<file path="config.mk">
export PLATFORM = sky130hd
export DESIGN_NAME = lfsr_led_generator_flat
export DESIGN_NICKNAME = d
export VERILOG_FILES = /design/src/rtl/lfsr_led_generator_pkg.sv /design/src/rtl/lfsr_led_generator_if.sv /design/src/rtl/tick_prescaler.sv /design/src/rtl/lfsr_led_generator.sv /design/src/flat_wrapper.sv
export SDC_FILE = /design/constraint.sdc
export NUM_CORES = 1
export LEC_CHECK = 0
export BUFFER_PORTS_ARGS = -buffer_cell sky130_fd_sc_hd__buf_2
export CAP_MARGIN = 5
export CORE_MARGIN = 8
export CORE_UTILIZATION = 56
export CTS_BUF_LIST = sky130_fd_sc_hd__clkbuf_8
export CTS_CLUSTER_DIAMETER = 40
export DETAILED_ROUTE_END_ITERATION = 10
export MAX_ROUTING_LAYER = met4
export PLACE_DENSITY_LB_ADDON = 0.15
export SKIP_LAST_GASP = 1
export SYNTH_ARGS = -nofsm -noshare
export SYNTH_HDL_FRONTEND = slang
export SYNTH_SLANG_ARGS = --single-unit
</file>
<file path="constraint.sdc">
create_clock -name CLK_50M -period 3.3 [get_ports CLK_50M]
set_input_delay 0.165 -clock CLK_50M [delete_from_list [all_inputs] [get_ports CLK_50M]]
set_output_delay 0.165 -clock CLK_50M [all_outputs]
set_load 0.005 [all_outputs]
</file>
<file path="src/rtl/lfsr_led_generator_pkg.sv">
// Shared LFSR constants: default tap masks per width
// and helpers for the LED selector field layout.
package lfsr_pkg;

  localparam logic [63:0] TAPS_8  = 64'h0000_0000_0000_00B8;
  localparam logic [63:0] TAPS_16 = 64'h0000_0000_0000_B400;
  localparam logic [63:0] TAPS_31 = 64'h0000_0000_4800_0000;
  localparam logic [63:0] TAPS_32 = 64'h0000_0000_8020_0003;

  localparam int LED_N = 8;

  function automatic logic [63:0] default_taps(input int width);
    logic [63:0] t;
    case (width)
      8:       t = TAPS_8;
      16:      t = TAPS_16;
      31:      t = TAPS_31;
      32:      t = TAPS_32;
      default: t = 64'h3 << (width - 2);
    endcase
    return t;
  endfunction

  function automatic int sel_w(input int width);
    return $clog2(width);
  endfunction

  // LED i shows state bit i, fields packed at sel_w stride
  function automatic logic [47:0] default_sel(input int width);
    logic [47:0] r;
    r = '0;
    for (int i = 0; i < LED_N; i++) begin
      r = r | (48'(i) << (i * sel_w(width)));
    end
    return r;
  endfunction

endpackage

</file>
<file path="src/rtl/lfsr_led_generator_if.sv">
// Control/status bundle between the LFSR LED block
// and whatever drives it.
interface lfsr_led_generator_if #(
  parameter int WIDTH = 31
);
  logic             i_run;
  logic             i_step;
  logic             i_load;
  logic [WIDTH-1:0] i_seed;
  logic [7:0]       LED;
  logic [WIDTH-1:0] o_state;
  logic             o_tick;
  logic             o_lockup;
  logic [31:0]      o_count;

  modport master (
    output i_run, i_step, i_load, i_seed,
    input  LED, o_state, o_tick, o_lockup, o_count
  );

  modport slave (
    input  i_run, i_step, i_load, i_seed,
    output LED, o_state, o_tick, o_lockup, o_count
  );
endinterface

</file>
<file path="src/rtl/tick_prescaler.sv">
// Free-running divider: one-cycle tick at terminal
// count, frozen while disabled.
module tick_prescaler #(
  parameter int DIV = 25_000_000
) (
  input  logic CLK_50M,
  input  logic RST,
  input  logic i_en,
  output logic o_tick
);
  localparam int CW = $clog2(DIV);
  localparam logic [CW-1:0] LAST = CW'(DIV - 1);

  logic [CW-1:0] cnt;

  // gated by i_en so a frozen terminal count never re-fires
  assign o_tick = i_en & (cnt == LAST);

  always_ff @(posedge CLK_50M or posedge RST) begin
    if (RST) begin
      cnt <= '0;
    end else if (i_en) begin
      cnt <= o_tick ? '0 : cnt + CW'(1);
    end
  end
endmodule

</file>
<file path="src/rtl/lfsr_led_generator.sv">
// Fibonacci LFSR stepped by prescaler tick or manual
// step edge, with LED mirror and advance counter.
module lfsr_led_generator
  import lfsr_pkg::*;
#(
  parameter int               WIDTH   = 31,
  parameter logic [WIDTH-1:0] TAPS    =
    WIDTH'(default_taps(WIDTH)),
  parameter logic [WIDTH-1:0] SEED    = WIDTH'(1),
  parameter int               DIV     = 25_000_000,
  parameter                   LED_SEL = default_sel(WIDTH)
) (
  input logic             CLK_50M,
  input logic             RST,
  lfsr_led_generator_if.slave bus
);
  localparam int SW = sel_w(WIDTH);
  localparam logic [47:0] SEL = 48'(LED_SEL);

  logic [WIDTH-1:0] state;
  logic [WIDTH-1:0] nxt;
  logic [WIDTH-1:0] ld_val;
  logic [31:0]      count;
  logic [7:0]       led;
  logic [7:0]       led_d;
  logic             step_q;
  logic             tick;
  logic             adv;
  logic             fb;

  tick_prescaler #(
    .DIV (DIV)
  ) u_presc (
    .CLK_50M (CLK_50M),
    .RST     (RST),
    .i_en    (bus.i_run),
    .o_tick  (tick)
  );

  assign fb  = ^(state & TAPS);
  assign adv = tick | (bus.i_step & ~step_q);

  // all-zero is a dead state; recover through SEED
  assign nxt = (state == '0) ? SEED
             : {state[WIDTH-2:0], fb};
  assign ld_val = (bus.i_seed == '0) ? SEED
                : bus.i_seed;

  for (genvar i = 0; i < LED_N; i++) begin : g_led
    localparam int F = int'(SEL[i*SW +: SW]);
    if (F < WIDTH) begin : g_on
      assign led_d[i] = state[F];
    end else begin : g_off
      assign led_d[i] = 1'b0;
    end
  end

  always_ff @(posedge CLK_50M or posedge RST) begin
    if (RST) begin
      state  <= SEED;
      count  <= '0;
      led    <= '0;
      step_q <= 1'b0;
    end else begin
      step_q <= bus.i_step;
      led    <= led_d;
      priority case (1'b1)
        bus.i_load: begin
          state <= ld_val;
          count <= '0;
        end
        adv: begin
          state <= nxt;
          count <= count + 32'd1;
        end
        default: begin
        end
      endcase
    end
  end

  assign bus.o_state  = state;
  assign bus.o_count  = count;
  assign bus.o_tick   = tick;
  assign bus.o_lockup = (state == '0);
  assign bus.LED      = led;
endmodule

</file>
<file path="src/flat_wrapper.sv">
// flat-port wrapper written by rule: the top's interface ports become plain ports
module lfsr_led_generator_flat import lfsr_pkg::*;
#(
  parameter int               WIDTH   = 31,
  parameter logic [WIDTH-1:0] TAPS    =
    WIDTH'(default_taps(WIDTH)),
  parameter logic [WIDTH-1:0] SEED    = WIDTH'(1),
  parameter int               DIV     = 25_000_000,
  parameter                   LED_SEL = default_sel(WIDTH)
)
  (CLK_50M, RST, bus_i_run, bus_i_step, bus_i_load, bus_i_seed, bus_LED, bus_o_state, bus_o_tick, bus_o_lockup, bus_o_count);
  lfsr_led_generator_if #(.WIDTH(WIDTH)) bus_i ();
  input logic CLK_50M;
  input logic RST;
  input wire logic [$bits(bus_i.i_run)-1:0] bus_i_run;
  input wire logic [$bits(bus_i.i_step)-1:0] bus_i_step;
  input wire logic [$bits(bus_i.i_load)-1:0] bus_i_load;
  input wire logic [$bits(bus_i.i_seed)-1:0] bus_i_seed;
  output wire logic [$bits(bus_i.LED)-1:0] bus_LED;
  output wire logic [$bits(bus_i.o_state)-1:0] bus_o_state;
  output wire logic [$bits(bus_i.o_tick)-1:0] bus_o_tick;
  output wire logic [$bits(bus_i.o_lockup)-1:0] bus_o_lockup;
  output wire logic [$bits(bus_i.o_count)-1:0] bus_o_count;
  assign bus_i.i_run = bus_i_run;
  assign bus_i.i_step = bus_i_step;
  assign bus_i.i_load = bus_i_load;
  assign bus_i.i_seed = bus_i_seed;
  assign bus_LED = bus_i.LED;
  assign bus_o_state = bus_i.o_state;
  assign bus_o_tick = bus_i.o_tick;
  assign bus_o_lockup = bus_i.o_lockup;
  assign bus_o_count = bus_i.o_count;
  lfsr_led_generator #(.WIDTH(WIDTH), .TAPS(TAPS), .SEED(SEED), .DIV(DIV), .LED_SEL(LED_SEL)) u_core (.CLK_50M(CLK_50M), .RST(RST), .bus(bus_i));
endmodule
</file>
* Word-level counts from Yosys, hierarchy flattened
Index checks and enable logic that the tools add are counted.
** Storage, ports and cells
- Flip-flop bits (word level) :: 97
- Input port bits :: 36
- Output and inout bits :: 73
- Word-level logic and storage cells :: 23
** Operators by class
- Add/subtract/negate cells :: 2
- Equal/unequal tests :: 1
- Multiplexer cells :: 7
- Bitwise logic cells :: 4
- Reduce and logical (&&, ||, !) cells :: 4
** Operators with widths (count)
- $mux W31 :: 4
- $mux W32 :: 2
- $logic_not A31 Y1 :: 2
- $add A32 B1 Y32 const B :: 1
- $reduce_xor A31 Y1 :: 1
- $add A25 B1 Y25 const B :: 1
- $eq A25 B25 Y1 const B :: 1
- $mux W25 :: 1
- $and A1 B1 Y1 :: 2
- $reduce_bool A2 Y1 :: 1
- $not A1 Y1 :: 1
- $or A1 B1 Y1 :: 1

* Longest topological paths before layout
Gate-level depths: netlist (run 1).
- Word-level depth :: 5
- Mapped depth :: 8
- Depth with buffers taken out :: 6

* Modules after synthesis
A second synthesis (run 1) with hierarchy kept.
** Unflattened totals
- Cells, all modules :: 472
- Area, all modules :: 4798.4 sq um
** Modules (own cells, without submodules)
- lfsr_led_generator :: times used 1, cells an instance 343, area each 3480.8 sq um, seq. area each 1803.0 sq um
- tick_prescaler :: times used 1, cells an instance 129, area each 1317.5 sq um, seq. area each 625.6 sq um

* Worst setup path before layout (run 1)
No wires, ideal clock.
- Path type :: reg-to-reg
- Start :: register u_core.u_presc.cnt[18]
- End :: register u_core.count[13], in the netlist u_core.bus.o_count[13]
- Library setup time :: 0.125 ns
- Data arrival time :: 2.089 ns
- Data required time :: 3.175 ns
- Path slack :: 1.086 ns
- Cell stages (with the launch flop) :: 8
- Path buffers :: 2
- Period minus slack after synthesis :: 2.214 ns
- Cell sequence :: dfrtp_1 nand2_2 or3_4 o41a_1 buf_6 clkbuf_1 nor3_1 mux2_2
** Between the ends
- Cells in the longest elaborated chain, start to end :: 4
** RTL lines
- start: declaration :: line tick_prescaler.sv:14 : logic [CW-1:0] cnt;
- start signal: assignment :: line tick_prescaler.sv:23 : cnt <= o_tick ? '0 : cnt + CW'(1);
- $eq A25 B25 Y1 :: line tick_prescaler.sv:17 : assign o_tick = i_en & (cnt == LAST);
- $and A1 B1 Y1 :: line tick_prescaler.sv:17
- $or A1 B1 Y1 :: line lfsr_led_generator.sv:41 : assign adv = tick | (bus.i_step & ~step_q);
- $reduce_bool A2 Y1 (no line)
- end signal: assignment :: line lfsr_led_generator.sv:74 : count <= count + 32'd1;
- end: declaration :: line lfsr_led_generator.sv:23 : logic [31:0] count;
Every way passes these cells.
A chain may end at the register's enable or synchronous reset.

* Worst setup path in the final report (run 1)
- Start :: register u_core.u_presc.cnt[15]
- End :: register u_core.count[30], in the netlist u_core.bus.o_count[30]
Same word-level chain as after synthesis.

==> summary.md, run 1 <==
| Metric | Value |
|---|---|
| Total grt overflow | `0` |
| Biggest area contributors in the synthesized netlist | `sky130_fd_sc_hd__dfrtp_1 (51%), sky130_fd_sc_hd__mux2i_1 (6.7%), sky130_fd_sc_hd__o21ai_0 (5.0%)` |
| Flop-to-flop setup slack | `0.50 ns` |
| Critical hold path startpoint | `bus_i_seed[24]` |
| Number of cells on the worst reg-to-reg path | `5` |
| Number of placed I/O pins | `109` |
| Setup Fix Bufs, Post-CTS | `0` |
| Pin count of the biggest net entering global routing | `80` |
| Register bit total from synthesis | `97` |
| Crit start category | `register` |
| IO buf count | `108` |
| Site row count | `33` |
| DR vias/cell | `5.94` |
| Tightest Pin Transition | `1.20 ns` |
| Hold violation count in the final report | `0` |
| Portion of synthesized cell area occupied by the leading cell type | `50.6%` |
| Total wirelength of the detailed-routed design | `12000 um` |
| Count of vias placed by the detailed router | `4194` |
| Final Instance Count excl. Fillers | `about 710` |
| Routed wirelength normalized by instance count | `17.1 um` |
| Die boundary width | `108 um` |
| Most area-hungry cell type in the Yosys netlist | `sky130_fd_sc_hd__dfrtp_1` |
| Hold Path Cell Cnt | `3` |
| Post-Route Setup TNS | `0 ns` |
| Worst flop-to-flop path startpoint | `u_core.u_presc.cnt[15]` |
| Status | `finished, final reports clean` |
| DIE AREA | `0.0117 mm^2` |
| Proportion of synthesized flip-flops having asynchronous set or reset | `100%` |
| Max IR drop VDD | `0.285 mV` |
| End of the worst register-to-register path | `u_core.bus.o_count[30]` |
| Warnings from Yosys | `0` |
| Num CTS Buffers | `9` |
| List of cells traversed by the critical path | `nor4bb_1, nand4_1, o41a_2, or4_1, a21oi_1` |
| Global-route usage over all layers | `21.7%` |
| Mapped Area | `~0.0047 mm^2` |
| Total of hold buffers inserted after clock tree synthesis | `2` |
| Sequential fraction of the synthesis area | `51.2%` |
| Post-synth net total | `527` |
| Slew Viols, Final | `0` |
| Portion of the clock cycle consumed by the worst path in the final layout | `84.7%` |
| # placed instances | `688` |
| Drt pass-1 iters | `4` |
| Maximum buffer depth of the clock tree | `2` |
| Type of element capturing the critical path | `register` |
| Clock-pin transition on the worst setup and hold timing paths | `0.11 ns` |
| Cell Area, Placed | `0.00540 mm^2` |
| Total of cells resized after clock tree synthesis | `0` |
| Max-cap check violation count | `0` |
| Layout cells sized above 1 | `around a quarter` |
| Worst hold path endpoint | `u_core.bus.o_state[24]` |
| Fin crit period | `2.80 ns` |
| Area growth from synthesis to layout | `18.7%` |
| Number of levels the H-tree was split into | `3` |
| Clock tree root buffer cell | `sky130_fd_sc_hd__clkbuf_8` |
| Core area | `~0.0082 mm^2` |
| Highest clock frequency the design can meet | `0.358 GHz` |
| Overall Power | `between 2 and 2.5 mW` |
| Gate count of the mapped netlist | `489` |
| Unrepaired setup endpoints after global routing | `false` |
| Count of final setup violators | `0` |
| Class of the tightest hold or removal check | `in -> reg` |
| Vias in the first global route | `4299` |
| Vert. Die Dim | `108 um` |
| Initial DRC Count | `190` |
| Wire length of the first global-routing pass | `20200 um` |
| Worst endpoint required time | `3.57 ns` |
| Final std cell area, no fill | `around 0.0056 mm^2` |
| Post-detailed-route count of antenna-violating nets | `0` |
| Placed wire-length estimate after detailed placement | `8590 um` |
| Skew-Pair Late Insertion Delay | `0.36 ns` |
| Initial antenna violation count | `0` |
| Final antenna diode count | `0` |
| Worst-path cell with the longest stage delay | `sky130_fd_sc_hd__o41a_2` |
| Cell Pwr Density | `442 mW/mm^2` |
| Net total in the final layout | `634` |
| Number of unique standard cell types used by synthesis | `37` |
| Top FF cell, synth | `sky130_fd_sc_hd__dfrtp_1` |
| Clock sink count | `97` |
| Count of flip-flops with a built-in enable after synthesis | `0` |
| Static leakage | `2.58 nW` |
| Max_slew headroom | `20.1%` |
| Initial core utilization | `57.8%` |
| Type of the worst setup path | `reg -> reg` |
| Post-detailed-route DRC marker count | `0` |
| Highest fanout seen on the critical path | `63` |
| Global placement routability congestion | `0.819` |
| Critical path's largest stage delay | `about 0.94 ns` |
| Syn Area/Cell | `9.71 um^2` |
| CTS tree | `done` |
| Setup Skew | `0.0127 ns` |
| Endpoint arrival time on the critical path | `3.07 ns` |
cell type report:
class,count,area [um^2]
fillers,649,2580
flip-flops and latches,97,2430
multi-input cells,357,2170
repair buffers,122,651
well taps,105,131
clock buffers,9,124
clock inverters,7,87.6
inverters,9,36.3
worst max-delay path: cells and delay by family (launching register included):
kind,cells,cell delay (ns)
compound gates,2,1.11
flops,1,0.45
simple gates,3,1.14
worst max path at each step:
stage	slack, ns	endpoint	cells after the start	from
after detailed placement	0.53	u_core.bus.o_count[30]	5	u_core.u_presc.cnt[6]
after CTS	0.51	u_core.bus.o_count[30]	5	u_core.u_presc.cnt[15]
after global routing	0.32	u_core.bus.o_count[30]	5	u_core.u_presc.cnt[15]
final	0.50	u_core.bus.o_count[30]	5	u_core.u_presc.cnt[15]
after floorplan	0.60	u_core.bus.LED[0]	1	RST
after global placement	0.63	u_core.bus.o_count[26]	5	u_core.u_presc.cnt[8]
sequential cells by signal, summed over array words and instances (netlist names):
name and cells:
u_core.bus.LED 8, u_core.bus.o_count 32, u_core.bus.o_state 31, u_core.step_q 1, u_core.u_presc.cnt 25
synthesized netlist by cell type (2+ instances only):
cell type	n
sky130_fd_sc_hd__inv_1	9
sky130_fd_sc_hd__or4_1	16
sky130_fd_sc_hd__xor2_1	9
sky130_fd_sc_hd__nor3_1	9
sky130_fd_sc_hd__mux2_2	3
sky130_fd_sc_hd__o31ai_1	16
sky130_fd_sc_hd__xnor2_1	12
sky130_fd_sc_hd__and2_1	3
sky130_fd_sc_hd__nand2_1	54
sky130_fd_sc_hd__nand4_1	22
sky130_fd_sc_hd__dfrtp_1	96
sky130_fd_sc_hd__buf_6	2
sky130_fd_sc_hd__a21oi_1	27
sky130_fd_sc_hd__and3_1	2
sky130_fd_sc_hd__nor2_1	28
sky130_fd_sc_hd__nor4bb_1	2
sky130_fd_sc_hd__clkbuf_1	20
sky130_fd_sc_hd__nor3b_1	2
sky130_fd_sc_hd__buf_2	4
sky130_fd_sc_hd__nor4_1	18
sky130_fd_sc_hd__o41ai_1	2
sky130_fd_sc_hd__mux2i_1	32
sky130_fd_sc_hd__nand3_1	28
sky130_fd_sc_hd__nor2b_1	3
sky130_fd_sc_hd__o21ai_0	47
sky130_fd_sc_hd__ha_1	2
sky130_fd_sc_hd__or3_1	11
placed cells by master, fill, tap and decap left out, drive strengths merged, types with 9 or more instances in the layout:
master	n
inv	12
xor2	9
buf	120
o21ai	47
mux2i	32
or4	16
a21oi	27
or3	12
nand2	55
nor2	28
nand3	28
nor4	18
nand4	22
clkbuf	9
o31ai	16
xnor2	12
nor3	9
dfrtp	96
logic make-up (layout without fill, tap and decap cells):
| group | after synthesis | after routing | share of synthesized area [%] |
|---|---|---|---|
| multiplexers | 35 | 35 | 7.46 |
| adder cells (fa/ha/maj) | 2 | 2 | 0.527 |
| XOR/XNOR | 21 | 21 | 3.88 |
| AND/OR/NAND/NOR | 202 | 202 | 22.1 |
| buffers and inverters | 35 | 147 | 3.19 |
| flip-flops | 97 | 97 | 51.2 |
| AO/OA/AOI/OAI | 97 | 97 | 11.7 |
through the flow:
| step | util, % | hold slack, ns | setup WS (ns) |
|---|---|---|---|
| 2_1_floorplan | - | 0.196 | 0.603 |
| 3_3_place_gp | 65.7 | 0.291 | 0.633 |
| 3_5_place_dp | 65.7 | 0.297 | 0.531 |
| 4_1_cts | 68.6 | 0.0108 | 0.512 |
| 5_1_grt | 68.6 | 0.0253 | 0.315 |
| 6_report | 68.6 | 0.0176 | 0.505 |
where the power goes:
| part | switching [mW] | internal (mW) |
|---|---|---|
| logic | 0.164 | 0.131 |
| registers | 0.0968 | 1.27 |
| clock network | 0.458 | 0.368 |
per-layer routing:
layer	track usage [%]	vias to the layer above	part of all wire (%)
li1	-	2020	-
met1	27.8	2045	47
met2	33.7	117	46
met3	4.76	12	5.6
met4	6.84	0	1.0
met5	-	-	0
No activity file was read; power rests on OpenSTA's default activity.
==> run 2: changes to the inputs <==
--- a/config.mk
+++ b/config.mk
@@ -8,7 +8,7 @@
 export BUFFER_PORTS_ARGS = -buffer_cell sky130_fd_sc_hd__buf_2
 export CAP_MARGIN = 5
 export CORE_MARGIN = 8
-export CORE_UTILIZATION = 56
+export CORE_UTILIZATION = 51
 export CTS_BUF_LIST = sky130_fd_sc_hd__clkbuf_8
 export CTS_CLUSTER_DIAMETER = 40
 export DETAILED_ROUTE_END_ITERATION = 10
==> constraint.sdc (replaced) <==
create_clock -name CLK_50M -period 2.5 [get_ports CLK_50M]
set_input_delay 0.125 -clock CLK_50M [delete_from_list [all_inputs] [get_ports CLK_50M]]
set_output_delay 0.125 -clock CLK_50M [all_outputs]
set_load 0.005 [all_outputs]
==> run 2 against run 1 <==
Die area increased by 8.3%. Critical path depth is the same. Routed wire length grew 9.3%. Final cell count up 5.2%. Non-clock buffer count increased by 31. Clock power increased by 32%. Register-to-register slack got worse by 0.43 ns. Via count is 4.4% higher. Clock-buffer cell count unchanged. Setup slack worse by 0.49 ns. Largest power group unchanged.
==> summary.md, run 2 (same netlist as run 1, synthesis figures left out) <==
| Metric | Value |
|---|---|
| Layout cells sized above 1 | `24.4% (was 24.1%)` |
| Final WS setup | `0.0110 ns (was 0.505 ns)` |
| CTS tree | `done (unchanged)` |
| Unrepaired setup endpoints after global routing | `true (was false)` |
| Number of levels the H-tree was split into | `3 (unchanged)` |
| Critical path's largest stage delay | `0.73 ns (was 0.94 ns)` |
| Total wirelength of the detailed-routed design | `13200 um (was 12000 um)` |
| Wire length of the first global-routing pass | `21500 um (was 20200 um)` |
| Number of cells on the worst reg-to-reg path | `6 (was 5)` |
| Placed wire-length estimate after detailed placement | `9070 um (was 8590 um)` |
| IO buf count | `108 (unchanged)` |
| List of cells traversed by the critical path | `nor4_2, nand4_1, or4_1, inv_1, buf_2 (was nor4bb_1, nand4_1, o41a_2, or4_1, a21oi_1)` |
| Clock sink count | `97 (unchanged)` |
| Worst flop-to-flop path startpoint | `u_core.u_presc.cnt[18] (was u_core.u_presc.cnt[15])` |
| Final std cell area, no fill | `0.00599 mm^2 (was 0.00563 mm^2)` |
| Vias in the first global route | `4292 (was 4299)` |
| Area growth from synthesis to layout | `26.2% (was 18.7%)` |
| Final antenna diode count | `0 (unchanged)` |
| Internal Pwr Total | `2.37 mW (was 1.77 mW)` |
| Crit start category | `register (unchanged)` |
| Initial antenna violation count | `0 (unchanged)` |
| Reg area | `0.00243 mm^2 (unchanged)` |
| Most common cell after layout, fill and taps aside | `sky130_fd_sc_hd__buf_2 (unchanged)` |
| Max reg flops | `32 (unchanged)` |
| DR vias/cell | `5.90 (was 5.94)` |
| Max-cap check violation count | `0 (unchanged)` |
| DIE AREA | `0.0126 mm^2 (was 0.0117 mm^2)` |
| Hold violation count in the final report | `0 (unchanged)` |
| Critical Path Source | `u_core.u_presc.cnt[17] (was u_core.u_presc.cnt[15])` |
| Number of buffer and inverter stages on the critical path | `2 (was 0)` |
| Net switching power of the design | `0.965 mW (was 0.719 mW)` |
| Initial DRC Count | `250 (was 190)` |
| Site row count | `35 (was 33)` |
| Num CTS Buffers | `9 (unchanged)` |
| Net total in the final layout | `665 (was 634)` |
| Global-route usage over all layers | `21.2% (was 21.7%)` |
| Tightest Pin Transition | `0.637 ns (was 1.20 ns)` |
| Commonest cells after routing, fill and taps aside | `sky130_fd_sc_hd__buf_2 (108), sky130_fd_sc_hd__dfrtp_1 (96), sky130_fd_sc_hd__nand2_1 (54) (unchanged)` |
| Die boundary width | `112 um (was 108 um)` |
| Final Instance Count excl. Fillers | `743 (was 706)` |
| Core area | `0.00915 mm^2 (was 0.00822 mm^2)` |
| Fin crit period | `around 2.5 ns` |
| Post-detailed-route count of antenna-violating nets | `0 (unchanged)` |
| Skew-Pair Late Insertion Delay | `0.37 ns (was 0.36 ns)` |
| Hold Path Cell Cnt | `3 (unchanged)` |
| Multi-input gate area | `0.00218 mm^2 (was 0.00217 mm^2)` |
| Total grt overflow | `0 (unchanged)` |
| Vert. Die Dim | `112 um (was 108 um)` |
| Worst slack on hold paths | `0.0140 ns (was 0.0176 ns)` |
| Type of the worst setup path | `reg -> out (was reg -> reg)` |
| Worst hold path endpoint | `u_core.bus.o_state[27] (was u_core.bus.o_state[24])` |
| Highest fanout seen on the critical path | `7 (was 63)` |
| Portion of the clock cycle consumed by the worst path in the final layout | `~100%` |
| Clock tree root buffer cell | `sky130_fd_sc_hd__clkbuf_8 (unchanged)` |
| Cell Pwr Density | `557 mW/mm^2 (was 442 mW/mm^2)` |
| Clock-pin transition on the worst setup and hold timing paths | `0.10 ns (was 0.11 ns)` |
| Final-layout fill cell count | `768 (was 649)` |
| Slew Viols, Final | `0 (unchanged)` |
| Number of placed I/O pins | `109 (unchanged)` |
| Relative contribution of combinational cells to total power | `13.0% (was 11.8%)` |
| Count of final setup violators | `0 (unchanged)` |
| Status | `finished, final reports clean (unchanged)` |
| CP top delay family | `simple AND/OR/NAND/NOR gates (unchanged)` |
| Global placement routability congestion | `0.844 (was 0.819)` |
| Flop-to-flop setup slack | `0.07 ns (was 0.50 ns)` |
| Share of total power in sequential cells | `54.2% (was 55.0%)` |
| Max_slew headroom | `57.5% (was 20.1%)` |
| Setup Skew | `0.0139 ns (was 0.0127 ns)` |
| Pin count of the biggest net entering global routing | `62 (was 80)` |
| End of the worst register-to-register path | `u_core.bus.o_count[30] (unchanged)` |
| Worst setup slack before clock tree synthesis | `-0.0108 ns (was 0.531 ns)` |
| Drt pass-1 iters | `4 (unchanged)` |
| Final cell utilization of the core | `65.5% (was 68.6%)` |
| Routed wirelength normalized by instance count | `17.7 um (was 17.1 um)` |
| Switching Fraction | `28.9% (about the same)` |
| Highest clock frequency the design can meet | `0.402 GHz` |
| Worst-path cell with the longest stage delay | `sky130_fd_sc_hd__or4_1 (was sky130_fd_sc_hd__o41a_2)` |
| Max IR drop VDD | `0.265 mV (was 0.285 mV)` |
| Clock Power Share | `32.8% (was 33.2%)` |
| Post-detailed-route DRC marker count | `0 (unchanged)` |
| Overall Power | `3.34 mW (was 2.49 mW)` |
| Initial core utilization | `51.9% (was 57.8%)` |
| Maximum buffer depth of the clock tree | `2 (unchanged)` |
| Count of vias placed by the detailed router | `4380 (was 4194)` |
| # placed instances | `699 (was 688)` |
| Cell Area, Placed | `0.00549 mm^2 (was 0.00540 mm^2)` |
| Type of element capturing the critical path | `output pin (was register)` |
| Class of the tightest hold or removal check | `in -> reg (unchanged)` |
| Post-Route Setup TNS | `0 ns (unchanged)` |
| Endpoint arrival time on the critical path | `2.36 ns (was 3.07 ns)` |
| Worst endpoint required time | `2.38 ns (was 3.57 ns)` |
| Critical hold path startpoint | `bus_i_seed[27] (was bus_i_seed[24])` |
| Static leakage | `2.73 nW (was 2.58 nW)` |
==> run 2: cell count changes in the layout (fill, tap and decap cells not counted), moves of 2 or more <==
cell,delta
sky130_fd_sc_hd__buf_12,+3
sky130_fd_sc_hd__dlygate4sd3_1,+23
sky130_fd_sc_hd__inv_6,+2
sky130_fd_sc_hd__buf_4,+4
==> run 2: metal layers <==
| metal | vias up | routed length, um | track usage [%] | part of all wire, % |
|---|---|---|---|---|
| met5 | - | 0 | - | 0 |
| met4 | 0 | 138 | 6.92 | 1.0 |
| met3 | 11 | 633 | 3.11 | 4.8 |
| met2 | 125 | 6480 | 33.2 | 49 |
| met1 | 2164 | 5920 | 27.8 | 45 |
| li1 | 2080 | - | - | - |
==> run 2: tightest hold or removal path: stages <==
cell	delay, ns
sky130_fd_sc_hd__buf_2	0.09
sky130_fd_sc_hd__nand2_1	0.05
sky130_fd_sc_hd__o21ai_0	0.07
==> run 2: worst max-delay path by stage <==
stage	endpoint	depth (start not counted)
final	bus_o_tick	5
after detailed placement	u_core.bus.o_count[18]	6
after floorplan	u_core.bus.o_count[13]	7
after CTS	bus_o_tick	5
after global placement	u_core.bus.o_count[19]	6
after global routing	bus_o_tick	5
==> run 2: layout make-up <==
cell class	count	area share [%]
sequential	97	40.5
multi-input combinational	357	36.4
timing repair buffer	153	16.6
tap	111	2.32
clock buffer	9	2.07
clock inverter	7	1.42
inverter	9	0.627
==> run 2: power groups by stage <==
stage	logic (mW)	registers (mW)	clock network, mW
global route	0.486	1.83	1.17
global placement	0.392	1.83	0
floorplan	0.220	1.81	0
detailed placement	0.400	1.84	0
finish	0.435	1.81	1.09
CTS	0.432	1.81	1.11
==> run 2: repair_timing <==
action	in CTS	in global routing
endpoints found under the hold margin	49	0
pin swaps	2	3
endpoints found under the setup margin	12	18
cloned	0	1
gates resized for setup	1	0
hold buffers	25	0
setup buffers	0	2
==> run 3: changes to the inputs <==
--- a/config.mk
+++ b/config.mk
@@ -5,7 +5,7 @@
 export SDC_FILE = /design/constraint.sdc
 export NUM_CORES = 1
 export LEC_CHECK = 0
-export BUFFER_PORTS_ARGS = -buffer_cell sky130_fd_sc_hd__buf_2
+export BUFFER_PORTS_ARGS = -buffer_cell sky130_fd_sc_hd__clkbuf_2
 export CAP_MARGIN = 5
 export CORE_MARGIN = 8
 export CORE_UTILIZATION = 51
==> run 3 against run 2 <==
The run now ends with negative setup slack left. First-iteration DRC count is 12% lower. Register-to-register slack worse by 0.09 ns. Design area hardly changed. Hold slack better by 0.0044 ns. Critical endpoint is now u_core.bus.o_count[30]. Largest cell class unchanged.
==> summary.md, run 3 (same netlist as run 1, synthesis figures left out) <==
| Metric | Value |
|---|---|
| Status | `finished, violations left (was finished, final reports clean)` |
| Failing checks | `negative setup slack` |
| Placed wire-length estimate after detailed placement | `9090 um (was 9070 um)` |
| Portion of the clock cycle consumed by the worst path in the final layout | `101% (was 99.6%)` |
| Initial DRC Count | `219 (was 250)` |
| Number of placed I/O pins | `109 (unchanged)` |
| Crit start category | `register (unchanged)` |
| Class of the tightest hold or removal check | `in -> reg (unchanged)` |
| Fin crit period | `2.52 ns (was 2.49 ns)` |
| Tightest Pin Transition | `0.976 ns (was 0.637 ns)` |
| Area growth from synthesis to layout | `26.3% (was 26.2%)` |
| Count of final setup violators | `3 (was 0)` |
| Slew Viols, Final | `0 (unchanged)` |
| IO buf count | `108 (unchanged)` |
| Critical Path Source | `u_core.u_presc.cnt[6] (was u_core.u_presc.cnt[17])` |
| Commonest cells after routing, fill and taps aside | `sky130_fd_sc_hd__clkbuf_2 (108), sky130_fd_sc_hd__dfrtp_1 (93), sky130_fd_sc_hd__nand2_1 (54) (was sky130_fd_sc_hd__buf_2 (108), sky130_fd_sc_hd__dfrtp_1 (96), sky130_fd_sc_hd__nand2_1 (54))` |
| Total grt overflow | `0 (unchanged)` |
| Max-cap check violation count | `0 (unchanged)` |
| Highest clock frequency the design can meet | `0.397 GHz (was 0.402 GHz)` |
| Site row count | `35 (unchanged)` |
| Flop-to-flop setup slack | `-0.02 ns (was 0.07 ns)` |
| Pin count of the biggest net entering global routing | `62 (unchanged)` |
| # placed instances | `698 (was 699)` |
| Layout cells sized above 1 | `26.4% (was 24.4%)` |
| Die boundary width | `112 um (unchanged)` |
| Clock sink count | `97 (unchanged)` |
| Global placement routability congestion | `0.854 (was 0.844)` |
| Worst slack on hold paths | `0.0183 ns (was 0.0140 ns)` |
| Max_slew headroom | `34.9% (was 57.5%)` |
| Drt pass-1 iters | `7 (was 4)` |
| Initial antenna violation count | `0 (unchanged)` |
| Final antenna diode count | `0 (unchanged)` |
| Unrepaired setup endpoints after global routing | `true (unchanged)` |
| Endpoint arrival time on the critical path | `2.79 ns (was 2.36 ns)` |
| Total wirelength of the detailed-routed design | `13200 um (about the same)` |
| Global-route usage over all layers | `21.2% (about the same)` |
| Number of cells on the worst reg-to-reg path | `6 (unchanged)` |
| Max reg flops | `32 (unchanged)` |
| Maximum buffer depth of the clock tree | `2 (unchanged)` |
| Count of vias placed by the detailed router | `4371 (was 4380)` |
| Post-detailed-route count of antenna-violating nets | `0 (unchanged)` |
| Worst setup path end | `u_core.bus.o_count[30] (was bus_o_tick)` |
| Initial core utilization | `51.9% (unchanged)` |
| Clock-pin transition on the worst setup and hold timing paths | `0.10 ns (about the same)` |
| Final WS setup | `-0.0159 ns (was 0.0110 ns)` |
| Worst flop-to-flop path startpoint | `u_core.u_presc.cnt[6] (was u_core.u_presc.cnt[18])` |
| DR vias/cell | `5.91 (was 5.90)` |
| Setup Skew | `0.0150 ns (was 0.0139 ns)` |
| Number of levels the H-tree was split into | `3 (unchanged)` |
| Num CTS Buffers | `9 (unchanged)` |
| Net total in the final layout | `661 (was 665)` |
| Worst endpoint required time | `2.77 ns (was 2.38 ns)` |
| Skew-Pair Late Insertion Delay | `0.36 ns (was 0.37 ns)` |
| Most common cell after layout, fill and taps aside | `sky130_fd_sc_hd__clkbuf_2 (was sky130_fd_sc_hd__buf_2)` |
| End of the worst register-to-register path | `u_core.bus.o_count[30] (unchanged)` |
| Post-detailed-route DRC marker count | `0 (unchanged)` |
| Type of the worst setup path | `reg -> reg (was reg -> out)` |
| Core area | `0.00915 mm^2 (unchanged)` |
| Routed wirelength normalized by instance count | `17.9 um (was 17.7 um)` |
| Final cell utilization of the core | `65.5% (about the same)` |
| Vert. Die Dim | `112 um (unchanged)` |
| DIE AREA | `0.0126 mm^2 (unchanged)` |
| Hold violation count in the final report | `0 (unchanged)` |
| Type of element capturing the critical path | `register (was output pin)` |
| Wire length of the first global-routing pass | `21400 um (was 21500 um)` |
| CTS tree | `done (unchanged)` |
| Static leakage | `2.71 nW (was 2.73 nW)` |
| Vias in the first global route | `4344 (was 4292)` |
| Clock tree root buffer cell | `sky130_fd_sc_hd__clkbuf_8 (unchanged)` |
| Highest fanout seen on the critical path | `31 (was 7)` |
| Max IR drop VDD | `0.339 mV (was 0.265 mV)` |
| Final Instance Count excl. Fillers | `739 (was 743)` |
| Cell Pwr Density | `552 mW/mm^2 (was 557 mW/mm^2)` |
==> run 3: worst min-delay path by stage <==
stage                     cells after the start  slack (ns)            from                     end
after floorplan                               0        0.16      bus_i_step           u_core.step_q
after detailed placement                      2        0.25             RST  u_core.bus.o_count[26]
after CTS                                     3       0.003  bus_i_seed[22]  u_core.bus.o_state[22]
final                                         3        0.02  bus_i_seed[22]  u_core.bus.o_state[22]
after global placement                        2        0.25             RST  u_core.bus.o_count[27]
after global routing                          3        0.01  bus_i_seed[22]  u_core.bus.o_state[22]
==> run 3: through the flow <==
step           TNS, ns  total power [mW]  worst slack [ns]  area (um^2)
2_1_floorplan        0              2.03             0.286         4750
3_3_place_gp         0              2.22            0.0301         5480
3_5_place_dp   -0.0490              2.24           -0.0182         5480
4_1_cts              0              3.31           0.00146         5880
5_1_grt         -0.277              3.45           -0.0484         6000
6_report       -0.0293              3.31           -0.0159         6000
==> run 3: area by class of cell <==
class                   count  area [um^2]
inverters                   9         37.5
clock inverters             6         67.6
multi-input cells         357         2230
fillers                   756         3160
clock buffers              10          138
flip-flops and latches     97         2430
well taps                 111          139
repair buffers            149          951
==> run 3: repair_timing <==
item / CTS / global route
endpoints found under the setup margin: 14 / 18
setup buffers: 0 / 5
endpoints found under the hold margin: 46 / 0
pin swaps: 3 / 3
hold buffers: 19 / 0
resized for setup: 1 / 13
cloned: 0 / 1
==> run 3: critical path: stages, from the launching register on <==
cell and delay [ns]:
sky130_fd_sc_hd__dfrtp_1 0.44, sky130_fd_sc_hd__nor4bb_2 0.34, sky130_fd_sc_hd__nand4_1 0.23, sky130_fd_sc_hd__o41a_4 0.57, sky130_fd_sc_hd__buf_12 0.17, sky130_fd_sc_hd__or4_1 0.50
sky130_fd_sc_hd__a21oi_1 0.18
==> run 3: routing by layer <==
layer | share of wire [%] | GRT usage, % | vias up
li1 | - | - | 2063
met5 | 0 | - | -
met1 | 44 | 26.2 | 2167
met2 | 50 | 34.8 | 129
met3 | 4.7 | 4.08 | 12
met4 | 1.0 | 5.58 | 0
==> run 3: report_power, final <==
group / internal, mW / switching [mW] / total, mW
Combinational: 0.202 / 0.230 / 0.431
Sequential: 1.68 / 0.134 / 1.81
Clock: 0.494 / 0.569 / 1.06
